File: src/rtl/morse_stream_encoder.sv
// rtl/morse_stream_encoder.sv - buffered Morse keyer with FIFO, repeat and abort
//
// Purpose: stores a stream of symbols (digits, letters, word space) and keys
// them out on key_out with ITU unit timing once start is pulsed.
// Ports:
//   clk, rst_n              clock, asynchronous active-low reset
//   sym_data/valid/ready    symbol write handshake (codes 0-36 stored)
//   start, abort, repeat_en keying control
//   key_out                 Morse key, high = mark
//   busy, done              keying status, completion pulse
//   err_invalid             pulse one cycle after an accepted invalid offer
//   fifo_count              number of symbols buffered
module morse_stream_encoder #(
    parameter int  UNIT_CYCLES = 10_000_000,
    parameter int  DEPTH       = 16,
    localparam int CW          = $clog2(DEPTH) + 1
) (
    input  logic          clk,
    input  logic          rst_n,
    input  logic [5:0]    sym_data,
    input  logic          sym_valid,
    output logic          sym_ready,
    input  logic          start,
    input  logic          abort,
    input  logic          repeat_en,
    output logic          key_out,
    output logic          busy,
    output logic          done,
    output logic          err_invalid,
    output logic [CW-1:0] fifo_count
);

    localparam int AW = $clog2(DEPTH);
    localparam int PW = $clog2(UNIT_CYCLES);
    localparam logic [PW-1:0] PRE_LAST = PW'(UNIT_CYCLES - 1);
    localparam logic [5:0]    SPACE    = 6'd36;

    typedef enum logic [2:0] {
        S_IDLE, S_LOAD, S_MARK, S_ELEM_GAP, S_CHAR_GAP, S_WORD_GAP, S_DONE
    } state_t;

    state_t          state, state_nxt;
    logic [PW-1:0]   pre, pre_nxt;
    logic [2:0]      units, units_nxt;   // units remaining after the current one
    logic [2:0]      elem, elem_nxt;     // index of the current element in pat
    logic [4:0]      pat, pat_nxt;       // 1 = dash, first element at bit len-1
    logic [AW-1:0]   rd_idx, rd_nxt;
    logic            loop_gap, loop_nxt; // current WORD_GAP is the repeat loop-back
    logic [CW-1:0]   count;
    logic            err_q;
    logic [5:0]      mem [DEPTH];

    logic            unit_end, seg_end, last_sym, flush, enter, enter_next, end_msg;
    logic            wr_offer, wr_ok;
    logic [5:0]      sym_cur, sym_next, ent_sym;
    logic [7:0]      ent_code;
    logic [2:0]      ent_len;
    logic [4:0]      ent_pat;

    // {length, pattern}; pattern right-aligned, first element in the highest used bit
    function automatic logic [7:0] lookup(input logic [5:0] code);
        case (code)
            6'd0:  lookup = {3'd5, 5'b11111};
            6'd1:  lookup = {3'd5, 5'b01111};
            6'd2:  lookup = {3'd5, 5'b00111};
            6'd3:  lookup = {3'd5, 5'b00011};
            6'd4:  lookup = {3'd5, 5'b00001};
            6'd5:  lookup = {3'd5, 5'b00000};
            6'd6:  lookup = {3'd5, 5'b10000};
            6'd7:  lookup = {3'd5, 5'b11000};
            6'd8:  lookup = {3'd5, 5'b11100};
            6'd9:  lookup = {3'd5, 5'b11110};
            6'd10: lookup = {3'd2, 5'b00001}; // A
            6'd11: lookup = {3'd4, 5'b01000}; // B
            6'd12: lookup = {3'd4, 5'b01010}; // C
            6'd13: lookup = {3'd3, 5'b00100}; // D
            6'd14: lookup = {3'd1, 5'b00000}; // E
            6'd15: lookup = {3'd4, 5'b00010}; // F
            6'd16: lookup = {3'd3, 5'b00110}; // G
            6'd17: lookup = {3'd4, 5'b00000}; // H
            6'd18: lookup = {3'd2, 5'b00000}; // I
            6'd19: lookup = {3'd4, 5'b00111}; // J
            6'd20: lookup = {3'd3, 5'b00101}; // K
            6'd21: lookup = {3'd4, 5'b00100}; // L
            6'd22: lookup = {3'd2, 5'b00011}; // M
            6'd23: lookup = {3'd2, 5'b00010}; // N
            6'd24: lookup = {3'd3, 5'b00111}; // O
            6'd25: lookup = {3'd4, 5'b00110}; // P
            6'd26: lookup = {3'd4, 5'b01101}; // Q
            6'd27: lookup = {3'd3, 5'b00010}; // R
            6'd28: lookup = {3'd3, 5'b00000}; // S
            6'd29: lookup = {3'd1, 5'b00001}; // T
            6'd30: lookup = {3'd3, 5'b00001}; // U
            6'd31: lookup = {3'd4, 5'b00001}; // V
            6'd32: lookup = {3'd3, 5'b00011}; // W
            6'd33: lookup = {3'd4, 5'b01001}; // X
            6'd34: lookup = {3'd4, 5'b01011}; // Y
            6'd35: lookup = {3'd4, 5'b01100}; // Z
            default: lookup = 8'd0;
        endcase
    endfunction

    assign busy        = (state != S_IDLE);
    assign key_out     = (state == S_MARK);
    assign done        = (state == S_DONE);
    assign err_invalid = err_q;
    assign fifo_count  = count;

    assign sym_ready = !busy && (count < CW'(DEPTH));
    assign wr_offer  = sym_valid && sym_ready;
    assign wr_ok     = wr_offer && (sym_data <= SPACE);

    assign unit_end = (pre == PRE_LAST);
    assign seg_end  = unit_end && (units == 3'd0);
    assign last_sym = (({1'b0, rd_idx} + CW'(1)) == count);

    // The symbol is always stored at index 0 upward; the head never moves,
    // so the read index can wrap back to 0 for repeat mode.
    assign sym_cur  = mem[rd_idx];
    assign sym_next = mem[rd_idx + AW'(1)];
    assign ent_sym  = enter_next ? sym_next : sym_cur;
    assign ent_code = lookup(ent_sym);
    assign ent_len  = ent_code[7:5];
    assign ent_pat  = ent_code[4:0];

    // Between symbols the next one is looked up during the last cycle of the
    // preceding segment, so LOAD is only visited at start and after the
    // repeat loop-back; that keeps every gap an exact multiple of a unit.
    always_comb begin
        state_nxt  = state;
        pre_nxt    = unit_end ? '0 : pre + PW'(1);
        units_nxt  = unit_end ? units - 3'd1 : units;
        elem_nxt   = elem;
        pat_nxt    = pat;
        rd_nxt     = rd_idx;
        loop_nxt   = loop_gap;
        flush      = 1'b0;
        enter      = 1'b0;
        enter_next = 1'b0;
        end_msg    = 1'b0;

        case (state)
            S_IDLE: begin
                pre_nxt   = '0;
                units_nxt = '0;
                if (start && count != '0) begin
                    state_nxt = S_LOAD;
                    rd_nxt    = '0;
                    loop_nxt  = 1'b0;
                end
            end
            S_LOAD: enter = 1'b1;
            S_MARK: begin
                if (seg_end) begin
                    if (elem != 3'd0) begin
                        state_nxt = S_ELEM_GAP;
                        pre_nxt   = '0;
                        units_nxt = 3'd0;
                        elem_nxt  = elem - 3'd1;
                    end else if (last_sym) begin
                        end_msg = 1'b1;
                    end else if (sym_next == SPACE) begin
                        rd_nxt     = rd_idx + AW'(1);
                        enter      = 1'b1;
                        enter_next = 1'b1;
                    end else begin
                        state_nxt = S_CHAR_GAP;
                        pre_nxt   = '0;
                        units_nxt = 3'd2;
                    end
                end
            end
            S_ELEM_GAP: begin
                if (seg_end) begin
                    state_nxt = S_MARK;
                    pre_nxt   = '0;
                    units_nxt = pat[elem] ? 3'd2 : 3'd0;
                end
            end
            S_CHAR_GAP: begin
                if (seg_end) begin
                    rd_nxt     = rd_idx + AW'(1);
                    enter      = 1'b1;
                    enter_next = 1'b1;
                end
            end
            S_WORD_GAP: begin
                if (seg_end) begin
                    if (loop_gap) begin
                        state_nxt = S_LOAD;
                        rd_nxt    = '0;
                        loop_nxt  = 1'b0;
                    end else if (last_sym) begin
                        end_msg = 1'b1;
                    end else begin
                        rd_nxt     = rd_idx + AW'(1);
                        enter      = 1'b1;
                        enter_next = 1'b1;
                    end
                end
            end
            S_DONE: begin
                state_nxt = S_IDLE;
                flush     = 1'b1;
            end
            default: state_nxt = S_IDLE;
        endcase

        if (end_msg) begin
            if (repeat_en) begin
                // The first unit is one cycle short: the following LOAD
                // cycle completes the 7-unit loop-back gap.
                state_nxt = S_WORD_GAP;
                pre_nxt   = PW'(1);
                units_nxt = 3'd6;
                loop_nxt  = 1'b1;
            end else begin
                state_nxt = S_DONE;
            end
        end

        if (enter) begin
            pre_nxt = '0;
            if (ent_sym == SPACE) begin
                state_nxt = S_WORD_GAP;
                units_nxt = 3'd6;
                loop_nxt  = 1'b0;
            end else begin
                state_nxt = S_MARK;
                pat_nxt   = ent_pat;
                elem_nxt  = ent_len - 3'd1;
                units_nxt = ent_pat[ent_len - 3'd1] ? 3'd2 : 3'd0;
            end
        end

        if (abort) begin
            state_nxt = S_IDLE;
            flush     = 1'b1;
        end
    end

    always_ff @(posedge clk or negedge rst_n) begin
        if (!rst_n) begin
            state    <= S_IDLE;
            pre      <= '0;
            units    <= '0;
            elem     <= '0;
            pat      <= '0;
            rd_idx   <= '0;
            loop_gap <= 1'b0;
            count    <= '0;
            err_q    <= 1'b0;
        end else begin
            state    <= state_nxt;
            pre      <= pre_nxt;
            units    <= units_nxt;
            elem     <= elem_nxt;
            pat      <= pat_nxt;
            rd_idx   <= rd_nxt;
            loop_gap <= loop_nxt;
            err_q    <= wr_offer && (sym_data > SPACE);
            if (flush) begin
                count <= '0;
            end else if (wr_ok) begin
                count <= count + CW'(1);
            end
        end
    end

    always_ff @(posedge clk) begin
        if (wr_ok) begin
            mem[count[AW-1:0]] <= sym_data;
        end
    end

endmodule

File: config.mk
export PLATFORM = sky130hd
export DESIGN_NAME = morse_stream_encoder
export DESIGN_NICKNAME = d
export VERILOG_FILES = /design/src/rtl/morse_stream_encoder.sv
export SDC_FILE = /design/constraint.sdc
export NUM_CORES = 1
export LEC_CHECK = 0
export BUFFER_PORTS_ARGS = -buffer_cell sky130_fd_sc_hd__buf_2
export CORE_MARGIN = 3
export CORE_UTILIZATION = 60
export CTS_BUF_LIST = sky130_fd_sc_hd__clkbuf_2
export CTS_CLUSTER_SIZE = 8
export DETAILED_ROUTE_END_ITERATION = 10
export PLACE_DENSITY = 0.77
export SETUP_SLACK_MARGIN = 0.4
export SYNTH_ARGS = -nofsm -noshare
export SYNTH_HDL_FRONTEND = slang
export SYNTH_SLANG_ARGS = --single-unit
export TNS_END_PERCENT = 10
File: constraint.sdc
create_clock -name clk -period 12.6 [get_ports clk]
set_clock_uncertainty 0.05 [all_clocks]
set_input_delay 1.89 -clock clk [delete_from_list [all_inputs] [get_ports clk]]
set_output_delay 1.89 -clock clk [all_outputs]
set_load 0.1 [all_outputs]
# After elaboration in Yosys (flattened, before gate mapping)
# Memories as Yosys holds them, arrays and structs flattened.
# Cells that the tools add are included.
# totals
ff_bits,49
out_inout_bits,10
memories,2
input_bits,12
ram_bits,96
rom_bits,512
# op_classes
bitwise_logic,1
n_mux,86
n_eq_ne,26
magnitude_cmp,5
reduce_logical,18
add_sub_neg,7
# memory_table
memory,words,width,rd,rd_clocked_by_memory_dff,wr,line_no,source
(no name shown),64,8,1,0,0,62,case (code)
mem,16,6,2,0,1,51,logic [5:0] mem [DEPTH];
# ops
operator,n
$mux 24,9
$mux 3,27
$pmux 24 s3,1
$mux 4,9
$mux 1,25
$add 24x1->24 const B,1
$eq 24x24->1 const B,1
$ne 5x5->1 const B,4
$pmux 4 s4,1
$pmux 3 s5,1
$eq 6x6->1 const B,2
$mux 5,2
$ne 2x2->1 const B,5
$eq 3x3->1 const B,3
$pmux 3 s3,1
$reduce_and 9->1,1
$sub 3x1->3 const B,3
$lt 3x4->1 const B,2
$reduce_and 8->1,1
$bmux 1 s3,2
$eq 3x2->1 const B,2
$gt 6x6->1 const B,1
$le 6x6->1 const B,1
$logic_and 1x1->1,6
26 further kinds,32

# Depth between registers and ports, before layout
# An unclocked memory read counts as a cell.
# depth
word_depth,16
depth_mapped,22

# Worst setup path after synthesis
# OpenSTA, ideal clock, no wires.
# synth_path
kind,register -> output
from,reg state[1]
to,out sym_ready
path_buffers,1
path_stages_with_launch,5
slack_ps,7869
arrival_time_ps,2791
cell_sequence,dfrtp_1 clkbuf_1 nor3_1 inv_1 nor2_1
# synth_via
elab_chain_cells,3
# synth_lines
element,line_no,source
"start, declared",42,"state_t state, state_nxt;"
"start signal, assigned",254,state <= state_nxt;
$reduce_bool 3->1,103,assign busy = (state != S_IDLE);
named net busy,27,"output logic busy,"
$logic_not 1->1,109,assign sym_ready = !busy && (count < CW'(DEPTH));
$logic_and 1x1->1,109,
"end, declared",22,"output logic sym_ready,"
# The timed path passes the listed nets, and every way through them passes these cells.

# Worst setup path in the final report
# layout_path
from,reg rd_idx[0]
to,reg units[1]
# layout_via
elab_chain_cells,16
word_cells_on_any_way,36
classes_between,add/sub (3); eq/ne (3); mux (28); memory (2)
# layout_lines
element,line_no,source
"start, declared",47,"logic [AW-1:0] rd_idx, rd_nxt;"
"start signal, assigned",259,rd_idx <= rd_nxt;
$add 4x1->4,120,assign sym_next = mem[rd_idx + AW'(1)];
$mem_v2 16x6,--,
$eq 6x6->1,162,end else if (sym_next == SPACE) begin
$mux 1,162,
$mux 1,160,end else if (last_sym) begin
$mux 1,155,if (elem != 3'd0) begin
$mux 1,154,if (seg_end) begin
$pmux 1 s3,142,case (state)
$mux 6,121,assign ent_sym = enter_next ? sym_next : sym_cur;
$mem_v2 64x8,--,
$sub 3x1->3,232,units_nxt = ent_pat[ent_len - 3'd1] ? 3'd2 : 3'd0;
$bmux 1 s3,232,
$mux 1 (implied by the code),232,
$mux 2,232,
$mux 3,224,if (ent_sym == SPACE) begin
$mux 3 *,222,if (enter) begin
named net units_nxt[1],44,"logic [2:0] units, units_nxt;"
"end signal, assigned",256,units <= units_nxt;
"end, declared",44,
# The timed path passes the listed nets; every way through them passes the cells marked *. The select of a mux whose other input is x is not followed.
# A chain may end at the register's enable or synchronous reset.

==> impl_metrics.tcl <==
set metrics [dict create \
    area_growth_syn_to_layout_pct 4.32 \
    critical_path_end "units[1]" \
    timing.reg2reg.setup_slack_ns 6.66 \
    post_detailed_route_drc_marker_count 0 \
    worst_r2r_path_depth 20 \
    insertion_delay_to_the_later_sink_of_the_worst_skew_pair_ns 0.72 \
    cts.clk_slew.worst_paths_ns 0.20 \
    synthArstFlopShare_pct 33.8 \
    final_count_of_negative_setup_slack_endpoints 0 \
    crit_path_cell_trace "buf_4 > ha_1 > xor2_2 > buf_4 > mux4_2 > mux2i_1 > nor4bb_1 > and3_1 > o21ai_1 > a21oi_2 > ha_1 > inv_1 > nor2_1 > a21oi_1 > or3_1 > nand3_2 > ha_1 > a21oi_1 > a32oi_1 > a21boi_1" \
    r2r-start "rd_idx[0]" \
    timing.setup.critical_path_class "flip-flop to flip-flop" \
    finalWorstPathRequiredPeriod_ns 5.94 \
    critPathCaptureType "flip-flop" \
    tritoncts "built" \
    tritoncts.num_buffers 17 \
    syn_area_per_cell_um2 12.1 \
    synthesis.nets 717 \
    final_min_period_over_clock_period_pct 47.2 \
    sequential_element_share_of_the_synthesized_area_pct 49.3 \
    p_leak_nw 3.22 \
    boundaryPins 22 \
    grt.overflow.total 0 \
    synthesis.area_um2 8340 \
    yosysWarnings 0 \
    critical-path-max-stage-delay_ns 0.76 \
    num_antenna_cells 0 \
    synth-edff-count 96 \
    max_capacitance_violation_count 0 \
    nets_final 728 \
    number_of_global_route_vias_before_repair 5800 \
    synth_cells 687 \
    setup_repair_after_global_routing_missed_its_margin "no" \
    detail_route.wl_per_cell_um 21.9 \
    crit_path_frequent_cell "ha_1" \
    final-max-slew-violation-count 0 \
    synth.ff_latch_count 145 \
    synth_area_leaders "edfxtp_1 (35%), dfrtp_1 (15%), mux4_2 (11%)" \
    ys_dominant_reg_cell "edfxtp_1" \
    finalSetupTns_ns 0 \
    drt_initial_violations 740 \
    synth_top_area_cell "edfxtp_1" \
    ant_nets 0 \
    placeableCoreArea_um2 13400 \
    antenna_violations_before_repair 0 \
    timing.critical_path.arrival_ns 6.52 \
    detail_route.vias_per_cell 6.59 \
    synth.distinct_cells 78 \
    synthTopCellsByCount "edfxtp_1 (96), nor2_1 (76), nand2_1 (59)" \
    route.final.wire_length_mm 19.4 \
    port_buffers 21 \
    share_of_final_layout_standard_cells_stronger_than_drive_strength_1_pct 17.4 \
    floorplan.rows 42 \
    route.vias.total 5841 \
    timing.critical_path.from "rd_idx[0]" \
    hold_violations 0 \
    status "completed" \
    cts_setup_buffers 0 \
    grt_max_degree 62 \
    cts-resized-gates 0 \
    worst_pin_slew_ns 1.21 \
    starting_density_of_the_core_pct 62.3 \
    cellPowerDensity_nw_per_um2 177 \
    die_h_um 124 \
    peak_supply_drop_uv 96.6 \
    crit_path_top_delay_cell "o21ai_1" \
    cts_hold_buf 0 \
    final_core_util_pct 64.9 \
    global_route_wire_length_before_repair_mm 31.0 \
    critical_path_required_ns 13.18 \
    detail_route.first_pass.iterations 5 \
    place.gp.congestion 0.937 \
    critPathMaxFanout 61 \
    cp-start-kind "flip-flop" \
    dieWidth_um 124 \
    timing.fmax_mhz 168 \
    hpwl_mm 13.9 \
    synth_most_common_cell "edfxtp_1" \
    dieArea_um2 15400 \
    clockBufferDepth 2 \
    cts_root_buf "clkbuf_2" \
    worstReg2RegEnd "units[1]" \
    yosys.area.top_type_share_pct 34.6 \
    worst_hold_path_type "flip-flop to flip-flop" \
    cts.sink_count 145 \
    fillerInstances 1020 \
    grt_usage_pct 27.1 \
    cts_max_level 4 \
    maxSlewHeadroom_pct 18.4 \
]
## area by class of cell
cell class / count / area, µm² / area share [%]
well taps: 176 / 220 / 2.53
repair buffers: 25 / 135 / 1.55
multi-input cells: 487 / 3930 / 45.1
clock buffers: 18 / 90.1 / 1.04
clock inverters: 14 / 138 / 1.58
inverters: 22 / 82.6 / 0.949
flip-flops and latches: 145 / 4110 / 47.2
## cell usage in the layout (no fill, tap or decap), types with 6 or more instances in the layout
cell,instances
nor4_1,6
and2_1,10
nor2b_1,8
nor2_1,76
inv_1,19
xor2_1,20
a211oi_1,8
o21ai_1,6
nand4_1,7
nand2_1,59
nand3_1,23
xnor2_1,13
mux2i_1,27
nor3_1,21
dfrtp_1,48
and3_1,11
o21ai_0,18
ha_1,18
a21oi_1,17
a221oi_1,6
edfxtp_1,96
buf_2,21
clkbuf_2,18
mux4_2,41
## report_power, final
part	switching (W)	internal (W)	total (W)
clock network	0.000166	0.0000905	0.000257
registers	0.0000322	0.000539	0.000571
logic	0.000448	0.000260	0.000708
## sequential cells by signal (all words and copies together), names as in the netlist
| signal | cells |
|---|---|
| err_invalid | 1 |
| elem | 3 |
| mem | 96 |
| fifo_count | 5 |
| state | 3 |
| rd_idx | 4 |
| units | 3 |
| pat | 5 |
| pre | 24 |
| loop_gap | 1 |
## kinds of logic after synthesis
family	share of synthesized area [%]
flip-flops	49.3
buffers and inverters	3.67
AO/OA/AOI/OAI	8.53
XOR/XNOR	4.12
AND/OR/NAND/NOR	15.0
multiplexers	16.7
adder cells (fa/ha/maj)	2.70
## how the worst min path moves through the flow
stage / slack, ns / depth (start not counted) / to / start
6_report: 0.47 / 2 / pat[1] / pat[1]
5_1_grt: 0.50 / 2 / pat[3] / pat[3]
4_1_cts: 0.48 / 2 / pat[1] / pat[1]
3_5_place_dp: 0.44 / 2 / pat[4] / pat[4]
3_3_place_gp: 0.41 / 2 / pat[0] / pat[0]
2_1_floorplan: 0.39 / 2 / pat[1] / pat[1]
## metal layers
metal / global-route usage, % / up-vias / wire, µm
met5: 0 / - / 0
met4: 12.7 / 0 / 730
met3: 5.81 / 54 / 1420
met2: 44.3 / 268 / 9450
met1: 34.7 / 2886 / 7800
li1: - / 2633 / -
## critical path, delay by kind of cell (launching register included)
family,cells,cell delay (ns)
AO/OA/AOI/OAI,6,1.43
XOR/XNOR,1,0.16
adder cells (fa/ha/maj),3,1.19
buffers and inverters,3,1.08
flip-flops,1,0.39
multiplexers,2,0.60
AND/OR/NAND/NOR,5,0.94
## stage by stage
| stage | instances | total power [W] | setup slack [ns] | cell area, µm² | hold WS, ns |
|---|---|---|---|---|---|
| detailed placement | 855 | 0.00128 | 6.75 | 8480 | 0.436 |
| CTS | 887 | 0.00153 | 6.73 | 8700 | 0.483 |
| floorplan | 687 | 0.00114 | 7.87 | 8340 | 0.391 |
| global placement | 855 | 0.00127 | 6.94 | 8480 | 0.410 |
| finish | 887 | 0.00154 | 6.66 | 8700 | 0.469 |
| global route | 887 | 0.00164 | 6.28 | 8700 | 0.501 |
Power figures use the tool's default switching activity.
